File: src/rtl/packer_pkg.sv
// rtl/packer_pkg.sv - shared types and width helpers for the sample word packer
package packer_pkg;

    typedef enum logic [2:0] {
        IDLE  = 3'd0,
        RUN   = 3'd1,
        FLUSH = 3'd2,
        DRAIN = 3'd3,
        DONE  = 3'd4
    } state_t;

    // Accumulator must hold one full word plus the widest sample that overshoots it.
    function automatic int acc_width(int out_w, int sample_w);
        return out_w + sample_w;
    endfunction

    // Fill counter ranges 0..ACC_W-1.
    function automatic int fill_width(int acc_w);
        return $clog2(acc_w);
    endfunction

    // Output buffer pointer width; depth is a power of two >= 2.
    function automatic int obuf_aw(int depth);
        return (depth > 1) ? $clog2(depth) : 1;
    endfunction

endpackage

File: src/rtl/packer_obuf.sv
// rtl/packer_obuf.sv - small fall-through FIFO holding {last, data} output words
module packer_obuf
    import packer_pkg::*;
#(
    parameter int DEPTH = 2,
    parameter int WIDTH = 65
) (
    input  logic             clk,
    input  logic             reset,
    input  logic             clear,
    input  logic             push,
    input  logic [WIDTH-1:0] push_data,
    input  logic             pop,
    input  logic             mark_last,
    output logic [WIDTH-1:0] head,
    output logic             full,
    output logic             empty
);

    localparam int AW = obuf_aw(DEPTH);

    logic [WIDTH-1:0] mem_q [DEPTH];
    logic [WIDTH-1:0] mem_d [DEPTH];
    logic [AW-1:0]    wr_q, wr_d, rd_q, rd_d;
    logic [AW:0]      cnt_q, cnt_d;
    logic             do_push, do_pop;

    assign full    = (cnt_q == (AW+1)'(DEPTH));
    assign empty   = (cnt_q == '0);
    assign do_pop  = pop && !empty;
    // A push into a full buffer is only taken when a pop frees a slot the same cycle.
    assign do_push = push && (!full || do_pop);

    // Head word; a last-mark on the single buffered word shows up immediately.
    always_comb begin
        head = mem_q[rd_q];
        if (mark_last && (cnt_q == (AW+1)'(1))) begin
            head[WIDTH-1] = 1'b1;
        end
    end

    // Pointer, count and storage update.
    always_comb begin
        mem_d = mem_q;
        wr_d  = wr_q;
        rd_d  = rd_q;
        cnt_d = cnt_q;
        if (clear) begin
            wr_d  = '0;
            rd_d  = '0;
            cnt_d = '0;
        end else begin
            if (mark_last && !empty) begin
                mem_d[wr_q - 1'b1][WIDTH-1] = 1'b1;
            end
            if (do_push) begin
                mem_d[wr_q] = push_data;
                wr_d        = wr_q + 1'b1;
            end
            if (do_pop) begin
                rd_d = rd_q + 1'b1;
            end
            case ({do_push, do_pop})
                2'b10:   cnt_d = cnt_q + 1'b1;
                2'b01:   cnt_d = cnt_q - 1'b1;
                default: cnt_d = cnt_q;
            endcase
        end
    end

    // Buffer state registers.
    always_ff @(posedge clk or posedge reset) begin
        if (reset) begin
            for (int i = 0; i < DEPTH; i++) begin
                mem_q[i] <= '0;
            end
            wr_q  <= '0;
            rd_q  <= '0;
            cnt_q <= '0;
        end else begin
            mem_q <= mem_d;
            wr_q  <= wr_d;
            rd_q  <= rd_d;
            cnt_q <= cnt_d;
        end
    end

endmodule

File: src/rtl/sample_word_packer.sv
// rtl/sample_word_packer.sv - packs samples MSB-first into output words; PACKER_STATS_EN enables counters
module sample_word_packer
    import packer_pkg::*;
#(
    parameter int SAMPLE_W   = 18,
    parameter int NARROW_W   = 8,
    parameter int OUT_W      = 64,
    parameter int OBUF_DEPTH = 2
) (
    input  logic                clk,
    input  logic                reset,
    input  logic                i_enable,
    input  logic                i_start,
    input  logic                i_narrow,
    input  logic                i_wr,
    input  logic [SAMPLE_W-1:0] i_data,
    input  logic                i_done,
    output logic                o_valid,
    input  logic                i_ready,
    output logic [OUT_W-1:0]    o_data,
    output logic                o_last,
    output logic                o_done,
    output logic                o_overflow,
    output logic [31:0]         o_word_count,
    output logic [15:0]         o_drop_count
);

    localparam int ACC_W = acc_width(OUT_W, SAMPLE_W);
    localparam int FILL_W = fill_width(ACC_W);
    localparam int SUM_W = FILL_W + 1;

    state_t             state_q, state_d;
    logic [ACC_W-1:0]   acc_q, acc_d, acc_shift;
    logic [FILL_W-1:0]  fill_q, fill_d;
    logic               narrow_q, narrow_d;
    logic               overflow_q, overflow_d;
    logic [SUM_W-1:0]   w_len, fill_sum;
    logic [OUT_W-1:0]   pack_word, flush_word, push_word;
    logic               push, push_last, mark_last, obuf_clear;
    logic               pop, push_drop;
    logic               obuf_full, obuf_empty;
    logic [OUT_W:0]     obuf_head;

    // Shifted accumulator and candidate words for the current sample / flush.
    always_comb begin
        w_len     = narrow_q ? SUM_W'(NARROW_W) : SUM_W'(SAMPLE_W);
        fill_sum  = {1'b0, fill_q} + w_len;
        acc_shift = narrow_q ? {acc_q[ACC_W-NARROW_W-1:0], i_data[NARROW_W-1:0]}
                             : {acc_q[ACC_W-SAMPLE_W-1:0], i_data};
        pack_word  = OUT_W'(acc_shift >> (fill_sum - SUM_W'(OUT_W)));
        flush_word = OUT_W'(acc_q << (SUM_W'(OUT_W) - {1'b0, fill_q}));
    end

    // Accumulator, fill counter and buffer push control.
    always_comb begin
        acc_d      = acc_q;
        fill_d     = fill_q;
        narrow_d   = narrow_q;
        obuf_clear = 1'b0;
        push       = 1'b0;
        push_last  = 1'b0;
        push_word  = pack_word;
        mark_last  = 1'b0;
        if (!i_enable) begin
            acc_d      = '0;
            fill_d     = '0;
            obuf_clear = 1'b1;
        end else if (i_start) begin
            acc_d      = '0;
            fill_d     = '0;
            obuf_clear = 1'b1;
            narrow_d   = i_narrow;
        end else if (state_q == RUN && i_wr) begin
            acc_d = acc_shift;
            if (fill_sum >= SUM_W'(OUT_W)) begin
                push      = 1'b1;
                // A word completed exactly by the final sample is already the last one.
                push_last = i_done && (fill_sum == SUM_W'(OUT_W));
                fill_d    = FILL_W'(fill_sum - SUM_W'(OUT_W));
            end else begin
                fill_d = FILL_W'(fill_sum);
            end
        end else if (state_q == FLUSH) begin
            if (fill_q != '0) begin
                push      = 1'b1;
                push_last = 1'b1;
                push_word = flush_word;
            end else begin
                mark_last = 1'b1;
            end
            acc_d  = '0;
            fill_d = '0;
        end
    end

    assign pop       = o_valid && i_ready;
    assign push_drop = push && obuf_full && !pop;

    // Sticky overflow: set on any dropped word, cleared only by a new capture.
    always_comb begin
        overflow_d = overflow_q;
        if (i_enable && i_start) begin
            overflow_d = 1'b0;
        end else if (push_drop) begin
            overflow_d = 1'b1;
        end
    end

    // FSM next state; enable and start take priority over the capture flow.
    always_comb begin
        state_d = state_q;
        if (!i_enable) begin
            state_d = IDLE;
        end else if (i_start) begin
            state_d = RUN;
        end else begin
            case (state_q)
                RUN:     if (i_done) state_d = FLUSH;
                FLUSH:   state_d = DRAIN;
                DRAIN:   if (obuf_empty) state_d = DONE;
                DONE:    state_d = IDLE;
                default: state_d = state_q;
            endcase
        end
    end

    // FSM outputs.
    always_comb begin
        o_done = (state_q == DONE);
    end

    // State, accumulator and overflow registers.
    always_ff @(posedge clk or posedge reset) begin
        if (reset) begin
            state_q    <= IDLE;
            acc_q      <= '0;
            fill_q     <= '0;
            narrow_q   <= 1'b0;
            overflow_q <= 1'b0;
        end else begin
            state_q    <= state_d;
            acc_q      <= acc_d;
            fill_q     <= fill_d;
            narrow_q   <= narrow_d;
            overflow_q <= overflow_d;
        end
    end

    packer_obuf #(
        .DEPTH (OBUF_DEPTH),
        .WIDTH (OUT_W + 1)
    ) u_obuf (
        .clk       (clk),
        .reset     (reset),
        .clear     (obuf_clear),
        .push      (push),
        .push_data ({push_last, push_word}),
        .pop       (pop),
        .mark_last (mark_last),
        .head      (obuf_head),
        .full      (obuf_full),
        .empty     (obuf_empty)
    );

    assign o_valid    = !obuf_empty;
    assign o_data     = obuf_head[OUT_W-1:0] & {OUT_W{o_valid}};
    assign o_last     = obuf_head[OUT_W] & o_valid;
    assign o_overflow = overflow_q;

`ifdef PACKER_STATS_EN
    logic [31:0] word_cnt_q, word_cnt_d;
    logic [15:0] drop_cnt_q, drop_cnt_d;
    logic        push_ok;

    assign push_ok = push && !push_drop;

    // Word and saturating drop counters, cleared by a new capture.
    always_comb begin
        word_cnt_d = word_cnt_q;
        drop_cnt_d = drop_cnt_q;
        if (i_enable && i_start) begin
            word_cnt_d = '0;
            drop_cnt_d = '0;
        end else begin
            if (push_ok) begin
                word_cnt_d = word_cnt_q + 1'b1;
            end
            if (push_drop && (drop_cnt_q != 16'hFFFF)) begin
                drop_cnt_d = drop_cnt_q + 1'b1;
            end
        end
    end

    // Counter registers.
    always_ff @(posedge clk or posedge reset) begin
        if (reset) begin
            word_cnt_q <= '0;
            drop_cnt_q <= '0;
        end else begin
            word_cnt_q <= word_cnt_d;
            drop_cnt_q <= drop_cnt_d;
        end
    end

    assign o_word_count = word_cnt_q;
    assign o_drop_count = drop_cnt_q;
`else
    assign o_word_count = '0;
    assign o_drop_count = '0;
`endif

endmodule

File: config.mk
export PLATFORM = sky130hd
export DESIGN_NAME = sample_word_packer
export DESIGN_NICKNAME = d
export VERILOG_FILES = /design/src/rtl/packer_pkg.sv /design/src/rtl/packer_obuf.sv /design/src/rtl/sample_word_packer.sv
export SDC_FILE = /design/constraint.sdc
export NUM_CORES = 1
export LEC_CHECK = 0
export BUFFER_PORTS_ARGS = -buffer_cell sky130_fd_sc_hd__buf_2
export CAP_MARGIN = 0
export CORE_MARGIN = 10
export CORE_UTILIZATION = 45
export CTS_CLUSTER_DIAMETER = 150
export CTS_CLUSTER_SIZE = 40
export DETAILED_ROUTE_END_ITERATION = 7
export PLACE_DENSITY_LB_ADDON = 0.12
export SLEW_MARGIN = 15
export SYNTH_ARGS = -nofsm -noshare
export SYNTH_HDL_FRONTEND = slang
export SYNTH_SLANG_ARGS = --single-unit
File: constraint.sdc
create_clock -name clk -period 10.15 [get_ports clk]
set_input_delay 1.5225 -clock clk [delete_from_list [all_inputs] [get_ports clk]]
set_output_delay 1.5225 -clock clk [all_outputs]
set_load 0.01 [all_outputs]
==> summary by stage <==
Status
The flow ran to the end, and the final reports show no timing, DRC or antenna violations.

Worst hold path
The start point of the worst min-delay path is u_obuf.mem_q[58]. The type of the tightest min-delay check is reg -> reg. The path with the worst hold slack has its endpoint at u_obuf.mem_q[58]. The count of cells along the worst hold path is 2.

STA
The count of endpoints failing hold in the final timing report is 0. The total count of max-transition violations in the final report is 0. The maximum clock frequency is 168 MHz.

The transition at the pin with the smallest max-transition slack is 1.18 ns. The final worst clock skew is 0.0260 ns. Setup repair after global routing left no endpoint under its margin.

The final period utilization is 58.7%. The worst slew margin relative to its limit is 20.5%. The shortest period the worst path allows is 5.96 ns. The final total negative setup slack is 0 ns. The number of endpoints failing setup at the final stage is 0.

Placement
The quantity of I/O buffers inserted on ports is 93. The placer congestion estimate is 1.04. The placed wire-length estimate is 59500 um.

Layout
In the final layout, the share of cells above drive strength 1 is 19.4%. Summing all flip-flop and latch instances after layout gives 5490 sq um. At the end of the flow the core is filled with cells to 46.9%. The filler cells instantiated in the layout total 4375. From synthesis to final layout, the design area changed by 2.76%. The footprint of the multi-input gates is 13400 sq um.

The number of antenna diodes in the final layout is 0. After the last flow step, the layout net total stands at 2180.

Yosys
The adder-cell share of the synthesized area is 0.617%. The most used flip-flop cell after synthesis is sky130_fd_sc_hd__dfrtp_1. The synthesized design contains 219 register bits. The post-synthesis async set-or-reset flop share is 100%. The simple-gate share of the synthesized area is 15.0%. After synthesis, the largest family of logic cells by area is multiplexers. The post-synthesis compound-gate area fraction is 18.2%. The cell count after synthesis came out at 2222. The synthesized netlist devotes 0.426% of its cell area to XOR and XNOR gates. The Yosys warning count is 0. Multiplexer cells account for 30.3% of the synthesized area. The mapped netlist covers 20300 sq um.

The sequential-to-total area share from yosys stat is 27.0%. In this run, distinct cell masters in the synthesized netlist total 103. Yosys mapped a number of flops with a built-in enable equal to 0.

After synthesis, the mean cell area works out to 9.12 sq um.

Setup path
The critical path goes through inv_1 > ha_1 > and4_1 > o211a_1 > or2_1 > buf_4 > inv_1 > ha_1 > nand2_1 > o22ai_4 > nand2b_2 > buf_4 > nor2_1 > a22o_1. STA puts the critical path data required time at 10.57 ns. The kind of critical path is reg -> reg. The kind of cell with the highest combined delay on the critical path is buffers and inverters. Counting buffers and inverters, the worst setup path is 14 cells deep. The worst-path maximum fanout is 74. The startpoint class of the critical path is a flop.

The endpoint of the worst-slack reg-to-reg timing path is u_obuf.mem_q[14]. The worst setup slack for register-to-register paths is 4.19 ns. The sort of element at the end of the critical path is a flop. The count of buffering cells on the critical path with inverters included is 4. The slowest stage of the critical path belongs to the cell sky130_fd_sc_hd__dfrtp_4.

The startpoint of the worst register-to-register path is narrow_q. The arrival time at the worst endpoint is 6.38 ns. On the worst path, the slowest cell contributes a delay of 1.13 ns. Counting cells, the worst reg-to-reg path comes to 14.

CTS
TritonCTS built the clock tree. The root buffer cell chosen for the clock tree is sky130_fd_sc_hd__clkbuf_16. At the later pin of the worst-skew pair, clock insertion delay measures 0.53 ns.

The total clock sinks is 219. The total of hold buffers inserted after clock tree synthesis is 0. After clock tree synthesis, the clock-pin slew on the worst setup and hold paths is 0.14 ns. The buffer levels on the longest clock path is 3.

The total clock buffers created by CTS is 9. Once the clock tree was built, the setup fixing pass inserted 0 buffers. The H-tree level count is 1. Once the clock tree was built, the resizer swapped 0 gates to a different size.

Routing
The first TritonRoute pass finished after 8 iterations. The DRC marker count from the first detailed-route iteration is 2616. The number of vias per cell is 6.73. The total detailed-routing wirelength is 79900 um. After detailed routing, the number of remaining DRC violations is 0. The wire length per cell after detailed routing is 29.2 um. In this run the remaining antenna-violating nets after routing total 0. The via count is 18400.

Global routing
The remaining global-route overflow is 0. The first-pass GRT wire length is 119000 um. The aggregate global-route resource usage is 28.8%. The maximum number of pins on one net before global-route repair is 81. The number of antenna violations at the first check in global routing was 0. The number of global-route vias before repair is 17400.

Floorplanning
In this run the horizontal extent of the chip is 232 um. For this design the top-level I/O count stands at 142. The die is 232 um tall.

The core region is 44400 sq um. The die area is 53900 sq um. The initial cell density of the core is 45.6%. The floorplan has 77 rows.

Power and ir drop
The switching part of the total power is 35.2%. The maximum VDD drop is 0.165 mV. Of the total power, combinational logic draws 28.5%. The analysis attributes to net switching a power of 0.000704 W.

The internal portion of total power is 0.00129 W. The power density relative to cell area is 96.0 nW/um^2. The leakage dissipation is 7.94 nW. The share of power burned in registers is 48.3%. Per report_power, the clock group accounts for 23.1% of the total.

Flow run
The count of maximum capacitance violations is 0.
[worst max path at each step]
stage / startpoint / endpoint / slack [ns]
final: narrow_q / u_obuf.mem_q[14] / 4.19
after global routing: narrow_q / u_obuf.mem_q[14] / 3.95
after CTS: narrow_q / u_obuf.mem_q[14] / 4.29
after detailed placement: narrow_q / u_obuf.mem_q[14] / 4.31
after global placement: narrow_q / u_obuf.mem_q[14] / 4.43
after floorplan: reset / acc_q[0] / 2.63
[power by group through the flow]
stage | Combinational, W | Clock (W) | Sequential [W]
6_report | 0.000570 | 0.000462 | 0.000966
5_1_grt | 0.000609 | 0.000504 | 0.000973
4_1_cts | 0.000561 | 0.000480 | 0.000965
3_5_place_dp | 0.000559 | 0 | 0.000983
3_3_place_gp | 0.000557 | 0 | 0.000980
2_1_floorplan | 0.000459 | 0 | 0.000955
[cells by family (layout without fill, tap and decap cells)]
logic type,after synthesis,after routing
AND/OR/NAND/NOR,686,686
AO/OA/AOI/OAI,570,570
multiplexers,425,425
buffers and inverters,302,177
flip-flops,219,219
adder cells (fa/ha/maj),10,10
XOR/XNOR,9,9
other,1,48
[stage by stage]
step	hold WS, ns	instance area, sq um	cells	setup WS [ns]	total power, W
2_1_floorplan	0.447	20400	2269	2.63	0.00141
3_3_place_gp	0.463	20600	2725	4.43	0.00154
3_5_place_dp	0.466	20600	2725	4.31	0.00154
4_1_cts	0.498	20800	2736	4.29	0.00201
5_1_grt	0.519	20800	2736	3.95	0.00209
6_report	0.495	20800	2736	4.19	0.00200
[cell usage in the layout (no fill, tap or decap), types with 48 or more instances in the layout]
cell type,instances
sky130_fd_sc_hd__nor2_1,205
sky130_fd_sc_hd__buf_4,48
sky130_fd_sc_hd__mux2i_1,215
sky130_fd_sc_hd__nand2_1,294
sky130_fd_sc_hd__mux2_2,59
sky130_fd_sc_hd__conb_1,48
sky130_fd_sc_hd__a21oi_1,99
sky130_fd_sc_hd__buf_2,93
sky130_fd_sc_hd__mux4_2,145
sky130_fd_sc_hd__dfrtp_1,216
sky130_fd_sc_hd__o21ai_0,161
[worst min-delay path, cell delays in order, from the launching register on]
cell,delay [ns]
sky130_fd_sc_hd__dfrtp_1,0.37
sky130_fd_sc_hd__nand2_1,0.04
sky130_fd_sc_hd__o21ai_0,0.06
[registers in the layout (all words and copies together), names as in the netlist]
signal and cells:
u_obuf.mem_q 130, u_obuf.rd_q 1, acc_q 74, u_obuf.wr_q 1, state_q 3, u_obuf.cnt_q 2
o_overflow 1, fill_q 6, narrow_q 1
[cell usage after synthesis, types with 14 or more instances]
library cell / n / area [sq um]
sky130_fd_sc_hd__a211oi_1: 24 / 180
sky130_fd_sc_hd__a21oi_1: 99 / 495
sky130_fd_sc_hd__a22oi_1: 25 / 188
sky130_fd_sc_hd__a31oi_1: 31 / 194
sky130_fd_sc_hd__and3_1: 15 / 93.8
sky130_fd_sc_hd__buf_1: 16 / 60.1
sky130_fd_sc_hd__buf_2: 59 / 295
sky130_fd_sc_hd__buf_4: 66 / 495
sky130_fd_sc_hd__buf_6: 26 / 293
sky130_fd_sc_hd__clkbuf_1: 100 / 375
sky130_fd_sc_hd__dfrtp_1: 219 / 5480
sky130_fd_sc_hd__inv_1: 23 / 86.3
sky130_fd_sc_hd__mux2_2: 59 / 664
sky130_fd_sc_hd__mux2i_1: 215 / 2150
sky130_fd_sc_hd__mux4_2: 145 / 3270
sky130_fd_sc_hd__nand2_1: 295 / 1110
sky130_fd_sc_hd__nand3_1: 48 / 240
sky130_fd_sc_hd__nand4_1: 14 / 87.6
sky130_fd_sc_hd__nor2_1: 208 / 781
sky130_fd_sc_hd__nor3_1: 30 / 150
sky130_fd_sc_hd__o211ai_1: 20 / 150
sky130_fd_sc_hd__o21ai_0: 161 / 806
sky130_fd_sc_hd__o21ai_1: 38 / 190
sky130_fd_sc_hd__o22ai_1: 26 / 163
sky130_fd_sc_hd__o31ai_1: 15 / 113
[area by class of cell]
| cell class | count | share of cell area (%) |
|---|---|---|
| multi-input cells | 1748 | 64.4 |
| flip-flops and latches | 219 | 26.4 |
| repair buffers | 141 | 3.97 |
| well taps | 592 | 3.56 |
| clock buffers | 9 | 1.08 |
| inverters | 25 | 0.487 |
| clock inverters | 2 | 0.120 |
[routing by layer]
metal / share of wire [%] / vias to the layer above / routed length (um) / global-route usage, %
li1: - / 8025 / - / -
met3: 8.9 / 153 / 7090 / 4.96
met4: 3.8 / 0 / 3020 / 9.70
met2: 44 / 994 / 35100 / 43.4
met5: 0 / - / 0 / 0
met1: 43 / 9244 / 34700 / 41.0
Power figures use the tool's default switching activity.
